--- src/rtl/display_scan_mux.sv ---
// Time-multiplexed 7-segment digit scanner with refresh prescaler, frame-coherent
// input snapshot and optional leading-zero blanking.
module display_scan_mux #(
    parameter int N_DIGITS    = 4,
    parameter int REFRESH_DIV = 50000,
    parameter int DIV_W       = 16,
    localparam int IDX_W      = (N_DIGITS > 1) ? $clog2(N_DIGITS) : 1
) (
    input  logic                  clk,
    input  logic                  rst,
    input  logic                  enable,
    input  logic                  blank_lz,
    input  logic [4*N_DIGITS-1:0] digits_in,
    output logic [3:0]            digit_code,
    output logic [N_DIGITS-1:0]   digit_sel,
    output logic [IDX_W-1:0]      digit_idx,
    output logic                  scan_tick
);

    localparam logic [DIV_W-1:0] CNT_LAST = DIV_W'(REFRESH_DIV - 1);
    localparam logic [IDX_W-1:0] IDX_LAST = IDX_W'(N_DIGITS - 1);

    logic [DIV_W-1:0]      prescale_cnt_q, prescale_cnt_d;
    logic [IDX_W-1:0]      digit_idx_q, digit_idx_d;
    logic [4*N_DIGITS-1:0] snapshot_q, snapshot_d;
    logic                  primed_q, primed_d;
    logic                  blank_lz_q, blank_lz_d;
    logic                  scan_tick_q, scan_tick_d;

    always_ff @(posedge clk or posedge rst) begin
        if (rst) begin
            prescale_cnt_q <= '0;
            digit_idx_q    <= '0;
            snapshot_q     <= '0;
            primed_q       <= 1'b0;
            blank_lz_q     <= 1'b0;
            scan_tick_q    <= 1'b0;
        end else begin
            prescale_cnt_q <= prescale_cnt_d;
            digit_idx_q    <= digit_idx_d;
            snapshot_q     <= snapshot_d;
            primed_q       <= primed_d;
            blank_lz_q     <= blank_lz_d;
            scan_tick_q    <= scan_tick_d;
        end
    end

    // The priming cycle only captures the inputs; counting starts on the next enabled edge.
    always_comb begin
        prescale_cnt_d = prescale_cnt_q;
        digit_idx_d    = digit_idx_q;
        snapshot_d     = snapshot_q;
        primed_d       = primed_q;
        blank_lz_d     = blank_lz_q;
        scan_tick_d    = 1'b0;
        if (enable) begin
            if (!primed_q) begin
                snapshot_d = digits_in;
                blank_lz_d = blank_lz;
                primed_d   = 1'b1;
            end else if (prescale_cnt_q == CNT_LAST) begin
                prescale_cnt_d = '0;
                scan_tick_d    = 1'b1;
                if (digit_idx_q == IDX_LAST) begin
                    digit_idx_d = '0;
                    snapshot_d  = digits_in;
                    blank_lz_d  = blank_lz;
                end else begin
                    digit_idx_d = digit_idx_q + 1'b1;
                end
            end else begin
                prescale_cnt_d = prescale_cnt_q + 1'b1;
            end
        end
    end

    logic [N_DIGITS-1:0] lead_zero;
    logic                all_zero;
    logic [3:0]          cur_digit;
    logic                cur_lead_zero;
    logic [N_DIGITS-1:0] one_hot;
    logic                slot_blanked;

    // lead_zero[i] is set when snapshot digits N-1..i are all zero.
    always_comb begin
        all_zero      = 1'b1;
        lead_zero     = '0;
        cur_digit     = 4'd0;
        cur_lead_zero = 1'b0;
        one_hot       = '0;
        for (int i = N_DIGITS - 1; i >= 0; i--) begin
            all_zero     = all_zero & (snapshot_q[4*i +: 4] == 4'd0);
            lead_zero[i] = all_zero;
        end
        for (int i = 0; i < N_DIGITS; i++) begin
            if (digit_idx_q == IDX_W'(i)) begin
                cur_digit     = snapshot_q[4*i +: 4];
                cur_lead_zero = lead_zero[i];
                one_hot[i]    = 1'b1;
            end
        end
        slot_blanked = blank_lz_q && (digit_idx_q != '0) && cur_lead_zero;
        digit_code   = slot_blanked ? 4'd0 : cur_digit;
        digit_sel    = (enable && primed_q && !slot_blanked) ? one_hot : '0;
    end

    assign digit_idx = digit_idx_q;
    assign scan_tick = scan_tick_q & enable;

endmodule

--- config.mk ---
export PLATFORM = sky130hd
export DESIGN_NAME = display_scan_mux
export DESIGN_NICKNAME = d
export VERILOG_FILES = /design/src/rtl/display_scan_mux.sv
export SDC_FILE = /design/constraint.sdc
export NUM_CORES = 1
export LEC_CHECK = 0
export CELL_PAD_IN_SITES_DETAIL_PLACEMENT = 1
export CELL_PAD_IN_SITES_GLOBAL_PLACEMENT = 1
export CORE_AREA = 2 2 64 81
export CTS_CLUSTER_SIZE = 14
export DETAILED_ROUTE_END_ITERATION = 10
export DIE_AREA = 0 0 66 83
export PLACE_DENSITY_LB_ADDON = 0.25
export SETUP_SLACK_MARGIN = 0.3
export SLEW_MARGIN = 15
export SYNTH_ARGS = -nofsm -noshare
export SYNTH_HDL_FRONTEND = slang
export SYNTH_SLANG_ARGS = --single-unit
--- constraint.sdc ---
create_clock -name clk -period 2.7 [get_ports clk]
set_input_delay 0.405 -clock clk [delete_from_list [all_inputs] [get_ports clk]]
set_output_delay 0.405 -clock clk [all_outputs]
set_load 0.005 [all_outputs]
==> run_results.csv, run 1 <==
group,metric,value,unit
placement,gp_congestion,0.824,
yosys,synth_edf_count,0,
critical_path,worstPathArrival,2000,ps
clock_network,cts.sinks,37,
cells_and_area,final_area,2490,sq um
clock_network,cts_htree_levels,2,
hold_path,hp-class,"in -> async",
yosys,synth_cells,179,
grt,globalRouteMet3Util,0.0366,
yosys,ys_warn_count,0,
routing,antenna_left,0,
timing,setup_viol,0,
routing,viasPerCell,5.46,
routing,drt-total-wl,5.38,mm
cells_and_area,regArea,926,sq um
yosys,synth_top_family_by_area,"simple AND/OR/NAND/NOR gates",
outcome,outcome,"completed",
yosys,ys_top_cells_by_area,"dfrtp_1, mux2_2, nand2_1",
timing,fin_setup_tns,0,ps
grt,grt_pass1_wl,8.53,mm
grt,first_global_vias,1691,
timing,fin_crit_sh,0.890,
clock_network,clock_path_buffers,2,
timing,period_minus_slack,2400,ps
clock_network,clk_pin_slew,80,ps
die,core,4690,sq um
critical_path,worst-setup-path-type,"reg -> out",
die,initial_core_util,0.397,
yosys,yosys.area.top_type,"dfrtp_1",
grt,met2_usage,0.379,
placement,placed_area,2270,sq um
yosys,synthXorXnorAreaFrac,0.0470,
cells_and_area,multi_input_area,968,sq um
timing,rsz0062_at_grt,"yes",
grt,grt_max_degree,38,
critical_path,slowest_stage,"dfrtp_1",
timing,worst_slew_pin_slew,516,ps
cells_and_area,fill_cells,530,
yosys,synth.yosys.seq_area_share,0.497,
cells_and_area,final_common_cell,"dfrtp_1",
pwr,power_density,563,nW/um^2
yosys,ys_async_sr_fraction,1.00,
timing,fmax,416,MHz
cells_and_area,nNetsFinal,249,
timing,slew_violations,0,
die,rows,28,
timing,maxSlewHeadroom,0.651,
routing,routedWlPerCell,18.9,um
cells_and_area,layout-drive-gt1-share,0.298,
clock_network,clk_latency,290,ps
grt,gr-total-overflow,0,
yosys,syn_area,1860,sq um
grt,grtUsageMet1,0.224,
job,drv_cap,0,
placement,dp_hpwl,3.67,mm
yosys,ys_ff_latch,37,
clock_network,numCtsBuffers,5,
die,ios,31,
die,die_w,66,um
yosys,synth.top_cell.area_share,0.497,
critical_path,critPathLaunchType,"flop",
grt,busiest_layer,"met2",
pwr,p_leak,1.09,nW
yosys,synthMuxAreaShare,0.109,
critical_path,path_max_fanout,6,
yosys,synth-compound-area-share,0.0813,
yosys,synthAdderAreaFrac,0.0336,
critical_path,crit_chain,"buf_4 > buf_6 > buf_6 > ha_4 > nand3b_1 > a21oi_2 > a21oi_2 > o21ai_2 > buf_2",
yosys,synth_cell_types,35,
cells_and_area,syn_to_final_growth,33.5,%
clock_network,cts_tree,"done",
grt,grt.total_usage,0.201,
routing,drc,0,
routing,route.vias.total,1555,
yosys,ys.flop_type,"dfrtp_1",
critical_path,cpPeakStageDelay,400,ps
critical_path,crit_required,2300,ps
yosys,synthSimpleGateAreaFrac,0.211,
die,die_y,83,um
cells_and_area,layout_common_cells,"dfrtp_1, nand2_1, clkdlybuf4s50_1",
timing,hold_viol_final,0,
clock_network,cts_hold_buf,0,
pwr,vdd_drop_max,0.000349,V
placement,port-buffer-count,30,
die,dieArea,5480,sq um
yosys,avgSynthCellArea,10.4,sq um
routing,drt_pass1_iterations,4,
timing,skew,11.2,ps
critical_path,crit_path_end_kind,"primary output",
grt,antenna_found_initial,0,
cells_and_area,antenna_cells,0,
routing,drt_iter0_drc,85,
yosys,syn_nets,204,
clock_network,root_buffer,"clkbuf_8",
==> sequential cells by signal, summed over array words and instances (netlist names) <==
register / flops
snapshot_q: 16
scan_tick_q: 1
blank_lz_q: 1
prescale_cnt_q: 16
digit_idx: 2
primed_q: 1
==> final timing paths <==
kind	startpoint	endpoint	slack [ps]	cells past startpoint
setup / recovery	digit_idx[0]	digit_code[3]	300	9
hold / removal	rst	snapshot_q[6]	510	3
setup reg to reg	digit_idx[1]	snapshot_q[0]	330	9
hold reg to reg	prescale_cnt_q[7]	prescale_cnt_q[7]	520	1
max in group asynchronous	rst	prescale_cnt_q[13]	1820	3
min in group clk	prescale_cnt_q[7]	prescale_cnt_q[7]	520	1
==> logic make-up (layout without fill, tap and decap cells) <==
kind of cell | after synthesis | count (layout)
xor+xnor | 10 | 10
flops | 37 | 37
buf+inv | 10 | 56
mux | 18 | 18
simple gates | 73 | 73
compound gates | 26 | 26
fa+ha+maj | 5 | 5
==> per-layer routing <==
layer	part of all wire	vias to the layer above	wire length, um
met5	0	-	0
met1	0.37	788	2010
met2	0.57	28	3090
met3	0.027	9	144
li1	-	730	-
met4	0.026	0	140
==> what timing repair did <==
| item | in CTS | in global routing |
|---|---|---|
| setup buffers | 2 | 5 |
| pin swaps | 1 | 7 |
| endpoints found under the setup margin | 7 | 24 |
| gates resized for setup | 19 | 26 |
| cloned | 0 | 0 |
==> report_power, final <==
part	total (mW)	switching, mW	internal [mW]	leakage, nW
Clock	0.502	0.202	0.300	0.0574
Sequential	0.700	0.0811	0.619	0.465
Combinational	0.199	0.0947	0.104	0.569
==> area by class of cell <==
cell class                 count  share of cell area
clock buffer                   6              0.0332
clock inverter                 2              0.0151
inverter                       4             0.00604
multi-input combinational    132               0.389
sequential                    37               0.372
tap                           60              0.0302
timing repair buffer          44               0.154
==> cell usage after synthesis (all sizes together), types with 3 or more instances <==
cell type / number
a21oi: 11
clkbuf: 4
dfrtp: 37
ha: 5
inv: 4
mux2: 18
nand2: 25
nand3: 5
nand3b: 4
nand4: 5
nor2: 9
nor4: 6
o21ai: 8
or2: 3
xnor2: 4
xor2: 6
==> per-stage QoR <==
step / utilization / std cells / hold WS [ps] / total power [mW] / setup slack, ps
after floorplan: - / 179 / 464 / 0.795 / 426
after global placement: 0.483 / 270 / 500 / 0.880 / 169
after detailed placement: 0.483 / 270 / 509 / 0.898 / 93.0
after CTS: 0.517 / 280 / 522 / 1.40 / 87.9
after global routing: 0.530 / 285 / 543 / 1.47 / 189
final: 0.530 / 285 / 511 / 1.40 / 298
==> critical path, delay by kind of cell (launching register included) <==
family / cells / cell delay [ps]
adder cells (fa/ha/maj): 1 / 170
flip-flops: 1 / 400
buffers and inverters: 4 / 500
AND/OR/NAND/NOR: 1 / 170
AO/OA/AOI/OAI: 3 / 460
(Power assumes the default switching activity.)
==> inputs of run 2 (changes only) <==
- CORE_AREA: 2 2 64 81 -> 2 2 59 88
- DIE_AREA: 0 0 66 83 -> 0 0 61 90
==> run_results.csv, run 2 (same netlist as run 1, synthesis figures left out) <==
group,metric,value,unit
critical_path,cpPeakStageDelay,540,ps
cells_and_area,layout-drive-gt1-share,0.284,
critical_path,path_max_fanout,2,
routing,routedWlPerCell,17.4,um
grt,grt_max_degree,38,
cells_and_area,regArea,926,sq um
critical_path,worstPathArrival,1990,ps
critical_path,worst-setup-path-type,"reg -> out",
timing,skew,5.99,ps
timing,fin_setup_tns,0,ps
critical_path,regToRegSetupSlack,460,ps
cells_and_area,syn_to_final_growth,31.2,%
timing,slew_violations,0,
timing,rsz0062_at_grt,"yes",
die,dieArea,5490,sq um
critical_path,crit_required,2300,ps
cells_and_area,fill_cells,552,
cells_and_area,final_common_cell,"dfrtp_1",
grt,globalRouteMet3Util,0.0302,
cells_and_area,layout_common_cells,"dfrtp_1, nand2_1, clkdlybuf4s50_1",
outcome,outcome,"completed",
pwr,vdd_drop_max,0.000448,V
die,core,4770,sq um
die,ios,31,
timing,fin_crit_sh,0.887,
routing,viasPerCell,5.21,
routing,antenna_left,0,
timing,period_minus_slack,2400,ps
clock_network,cts_htree_levels,2,
placement,dp_hpwl,3.73,mm
critical_path,crit_chain,"inv_2 > ha_4 > or4b_4 > nor3_4 > o21ai_1 > and3_1 > clkbuf_2",
hold_path,holdPathEnd,"snapshot_q[2]",
job,drv_cap,0,
timing,worst_slew_pin_slew,529,ps
critical_path,worst_r2r_path_depth,8,
routing,drt-total-wl,5.06,mm
critical_path,cp_top_family,"simple AND/OR/NAND/NOR gates",
clock_network,clock_path_buffers,2,
hold_path,hp-class,"reg -> reg",
grt,first_global_vias,1679,
placement,placed_area,2280,sq um
critical_path,slowest_stage,"or4b_4",
critical_path,rr_endpoint,"snapshot_q[3]",
cells_and_area,nNetsFinal,249,
timing,setup_viol,0,
critical_path,critPathLaunchType,"flop",
die,die_y,90,um
clock_network,clk_latency,290,ps
grt,antenna_found_initial,0,
timing,maxSlewHeadroom,0.644,
routing,route.vias.total,1517,
routing,drc,0,
pwr,power_density,519,nW/um^2
grt,grt.total_usage,0.198,
hold_path,hold_depth,1,
clock_network,cts_hold_buf,0,
routing,drt_pass1_iterations,4,
grt,grt_pass1_wl,8.02,mm
routing,drt_iter0_drc,99,
die,initial_core_util,0.391,
critical_path,crit_path_end_kind,"primary output",
placement,gp_congestion,0.899,
grt,met2_usage,0.363,
clock_network,root_buffer,"clkbuf_8",
cells_and_area,final_area,2440,sq um
cells_and_area,multi_input_area,957,sq um
clock_network,clk_pin_slew,70,ps
clock_network,cts.sinks,37,
critical_path,r2r-start,"digit_idx[0]",
grt,gr-total-overflow,0,
clock_network,numCtsBuffers,5,
pwr,p_leak,1.06,nW
die,die_w,61,um
clock_network,cts_tree,"done",
critical_path,worst-path-buf-inv,2,
cells_and_area,antenna_cells,0,
timing,hold_viol_final,0,
grt,busiest_layer,"met2",
timing,fmax,417,MHz
grt,grtUsageMet1,0.206,
placement,port-buffer-count,30,
die,rows,31,
hold_path,min_from,"snapshot_q[2]",
## run 2: cell types whose count changed in the layout (fill, tap and decap cells not counted), sizes merged
cell          previous run  this run
dlygate4sd2              0         1
bufinv                   1         0
clkbuf                  12        10
dlymetal6s2s             1         0
clkinv                   0         2
buf                     14        15
## run 2: what timing repair did
action | 4_1_cts | 5_1_grt
hold endpoints to repair | 0 | 0
gates cloned | 0 | 0
resized for setup | 20 | 21
setup endpoints to repair | 7 | 24
pin swaps | 2 | 5
setup buffers | 3 | 3
## run 2: layout make-up
| type | instances | area share |
|---|---|---|
| Multi-Input combinational cell | 132 | 0.392 |
| Sequential cell | 37 | 0.379 |
| Timing Repair Buffer | 44 | 0.155 |
| Tap cell | 66 | 0.0338 |
| Clock buffer | 5 | 0.0281 |
| Clock inverter | 3 | 0.00716 |
| Inverter | 4 | 0.00614 |
## run 2: routing by layer
layer | share of wire | up-vias
met1 | 0.38 | 746
li1 | - | 726
met2 | 0.57 | 35
met3 | 0.031 | 10
met5 | 0 | -
met4 | 0.026 | 0
## run 2: worst max-delay path by stage
stage | slack (ps) | start | to | depth (start not counted)
after detailed placement | 30 | digit_idx[0] | digit_sel[2] | 7
final | 300 | digit_idx[1] | digit_sel[2] | 7
after floorplan | 430 | digit_idx[0] | digit_sel[2] | 6
after CTS | 60 | digit_idx[1] | digit_sel[2] | 7
after global placement | 160 | digit_idx[0] | digit_sel[2] | 7
after global routing | 230 | digit_idx[1] | digit_sel[2] | 7
## run 2: worst register-to-register path, delay by kind of cell (launching register included)
kind	cells	cell delay, ps
DFF	1	370
muxes	1	380
AOI/OAI and AO/OA	1	170
buffers and inverters	3	510
adders and majority gates	1	320
and+or+nand+nor	2	380
## run 2: through the flow
step	power, mW	instances	hold WS [ps]	worst slack, ps	util
after floorplan	0.795	179	464	426	-
after global placement	0.879	277	493	160	0.478
after detailed placement	0.900	277	503	29.8	0.478
after CTS	1.29	288	521	62.6	0.508
after global routing	1.34	291	535	231	0.512
final	1.27	291	518	304	0.512
## run 2: power by group
part	internal [mW]	total (mW)	switching, mW
Combinational	0.104	0.197	0.0923
Sequential	0.619	0.695	0.0759
Clock	0.178	0.378	0.200
==> inputs of run 3 (changes only) <==
- SKIP_LAST_GASP: unset -> 1
==> results of run 3 <==
Final layout, timing and power as in run 2 (identical DEF).
==> edit: new RTL, flow settings as in run 2 <==
Reset style: synchronous (`rst`), changed in one clocked block.
--- a/src/rtl/display_scan_mux.sv
+++ b/src/rtl/display_scan_mux.sv
@@ -27,7 +27,7 @@
     logic                  blank_lz_q, blank_lz_d;
     logic                  scan_tick_q, scan_tick_d;
 
-    always_ff @(posedge clk or posedge rst) begin
+    always_ff @(posedge clk) begin
         if (rst) begin
             prescale_cnt_q <= '0;
             digit_idx_q    <= '0;
Function: differs if rst is asserted again (counterexample within 4 cycles, from zero or initial values and one cycle with rst high); with rst held inactive, the same outputs for 10 cycles.
==> edit against run 2 <==
Synthesized cell count rose by 53%. Core utilization up 5.7 points. Sequential cell count stayed put. Area after synthesis is 21% higher. Total power decreased by 7.7%. First-iteration DRC count grew 42%. Routed wire length grew 27%. Sequential power down 12%. Worst setup slack gained 34 ps. Sequential share of layout area fell by 10 points. Worst hold slack barely moved. Die area did not move. Final area increased by 11%.
==> edit: results (changes against run 2) <==
First-pass GRT wire length -> 10600 µm (was 8020 µm)
CP max stage cell -> clkdlybuf4s50_1 (was or4b_4)
Top cells by count, synth -> 53 x nand2_1, 37 x dfxtp_1, 20 x nor2_1 (was 37 x dfrtp_1, 24 x nand2_1, 18 x mux2_2, 11 x a21oi_1, 9 x nor2_1)
Via Count -> 2224 (was 1517)
Synth Area in Compound Gates -> 0.195 (was 0.0813)
VDD IR max -> 0.306 mV (was 0.448 mV)
Met3 Routed Length -> 180 µm (was 159 µm)
M2 GR Usage -> 0.442 (was 0.363)
Number of global-route vias before repair -> 2230 (was 1679)
Root Buffer -> clkbuf_8 (unchanged)
Top_reg_cell synth -> dfxtp_1 (was dfrtp_1)
Switching share of power -> 0.275 (was 0.290)
Design Area, Final -> 0.00272 mm² (was 0.00244 mm²)
Nets -> 320 (was 249)
Layout cells sized above 1 -> 0.119 (was 0.284)
Sequential area share after synthesis -> 0.328 (was 0.497)
Mux cell area share after synthesis -> 0.00887 (was 0.109)
Main area contributors after synthesis -> dfxtp_1 33%, nand2_1 8.8%, a32oi_1 6.6%, o311ai_1 6.6%, nor3b_1 5.7% (was dfrtp_1 50%, mux2_2 11%, nand2_1 4.8%, ha_1 3.4%, a21oi_1 3.0%)
Post-Synth XOR/XNOR Area -> 0.0466 (was 0.0470)
Length in cells of the worst reg-to-reg path -> 5 (was 8)
DR iter-0 viols -> 141 (was 99)
M3 GR Usage -> 0.0475 (was 0.0302)
Status -> finished, final reports clean (unchanged)
Routed met2 length -> 3540 µm (was 2870 µm)
Crit-path leading delay family -> buffers and inverters (was simple AND/OR/NAND/NOR gates)
Mapped Cells -> 274 (was 179)
Post-Synth Adder-Cell Area -> 0.0277 (was 0.0336)
Measured slew at the worst slew-check pin -> 492 ps (was 529 ps)
WL met1 -> 2450 µm (was 1900 µm)
DP Wirelength -> 4480 µm (was 3730 µm)
Post-CTS sizing -> 13 (was 20)
Skew final -> 4.97 ps (was 5.99 ps)
Count of cell types in the netlist -> 38 (was 35)
Fill cells -> 603 (was 552)
Dpl ws -> 360 ps (was 29.8 ps)
Lkg Pwr -> 0.961 nW (was 1.06 nW)
Gpl congestion -> 0.729 (was 0.899)
Drt wl/cell -> 17.9 µm (was 17.4 µm)
Hold depth -> 2 (was 1)
Crit path largest cell delay -> 520 ps (was 540 ps)
Worst EP arrival -> 1960 ps (was 1990 ps)
Syn Nets -> 299 (was 204)
Comb group -> 0.000190 W (was 0.000197 W)
Met1 Track Usage GR -> 0.271 (was 0.206)
Synth async-reset ratio -> 0 (was 1.00)
WL final -> 6440 µm (was 5060 µm)
Cell internal pwr -> 0.000850 W (was 0.000901 W)
Largest net degree at the start of global routing -> 36 (was 38)
GRT Util Overall -> 0.250 (was 0.198)
Setup Buffers After CTS -> 0 (was 3)
Clock power share -> 0.314 (was 0.298)
Post-Place Cell Area -> 0.00258 mm² (was 0.00228 mm²)
Hold Crit Class -> flop to flop (unchanged)
Placed insts -> 354 (was 277)
[edit: cell types whose count changed in the layout (fill, tap and decap cells not counted), moves of 6 or more]
cell,run 2,this run
a32oi_1,0,17
buf_4,13,6
dfrtp_1,37,0
dfxtp_1,0,35
mux2_2,18,0
nand2_1,24,52
nor2_1,9,20
nor3b_1,0,17
o311ai_1,0,17
xnor2_1,4,10
[edit: cell type report]
type                    instances  area share
repair buffers                 37       0.139
flip-flops and latches         37       0.275
inverters                       5     0.00691
clock inverters                 1     0.00184
multi-input cells             209       0.522
clock buffers                   5      0.0253
well taps                      66      0.0304
[edit: worst register-to-register path, stage by stage (launching register included)]
cell and delay (ps):
dfxtp_1 380, nor4_2 430, nand3_2 90, buf_4 260, nor3_2 470, o31ai_1 130
[edit: final timing paths]
path	start	to	slack [ps]
max	digit_idx[1]	digit_code[2]	340
min	prescale_cnt_q[1]	prescale_cnt_q[1]	520
max reg2reg	prescale_cnt_q[10]	digit_idx[0]	830
min reg2reg	prescale_cnt_q[1]	prescale_cnt_q[1]	520
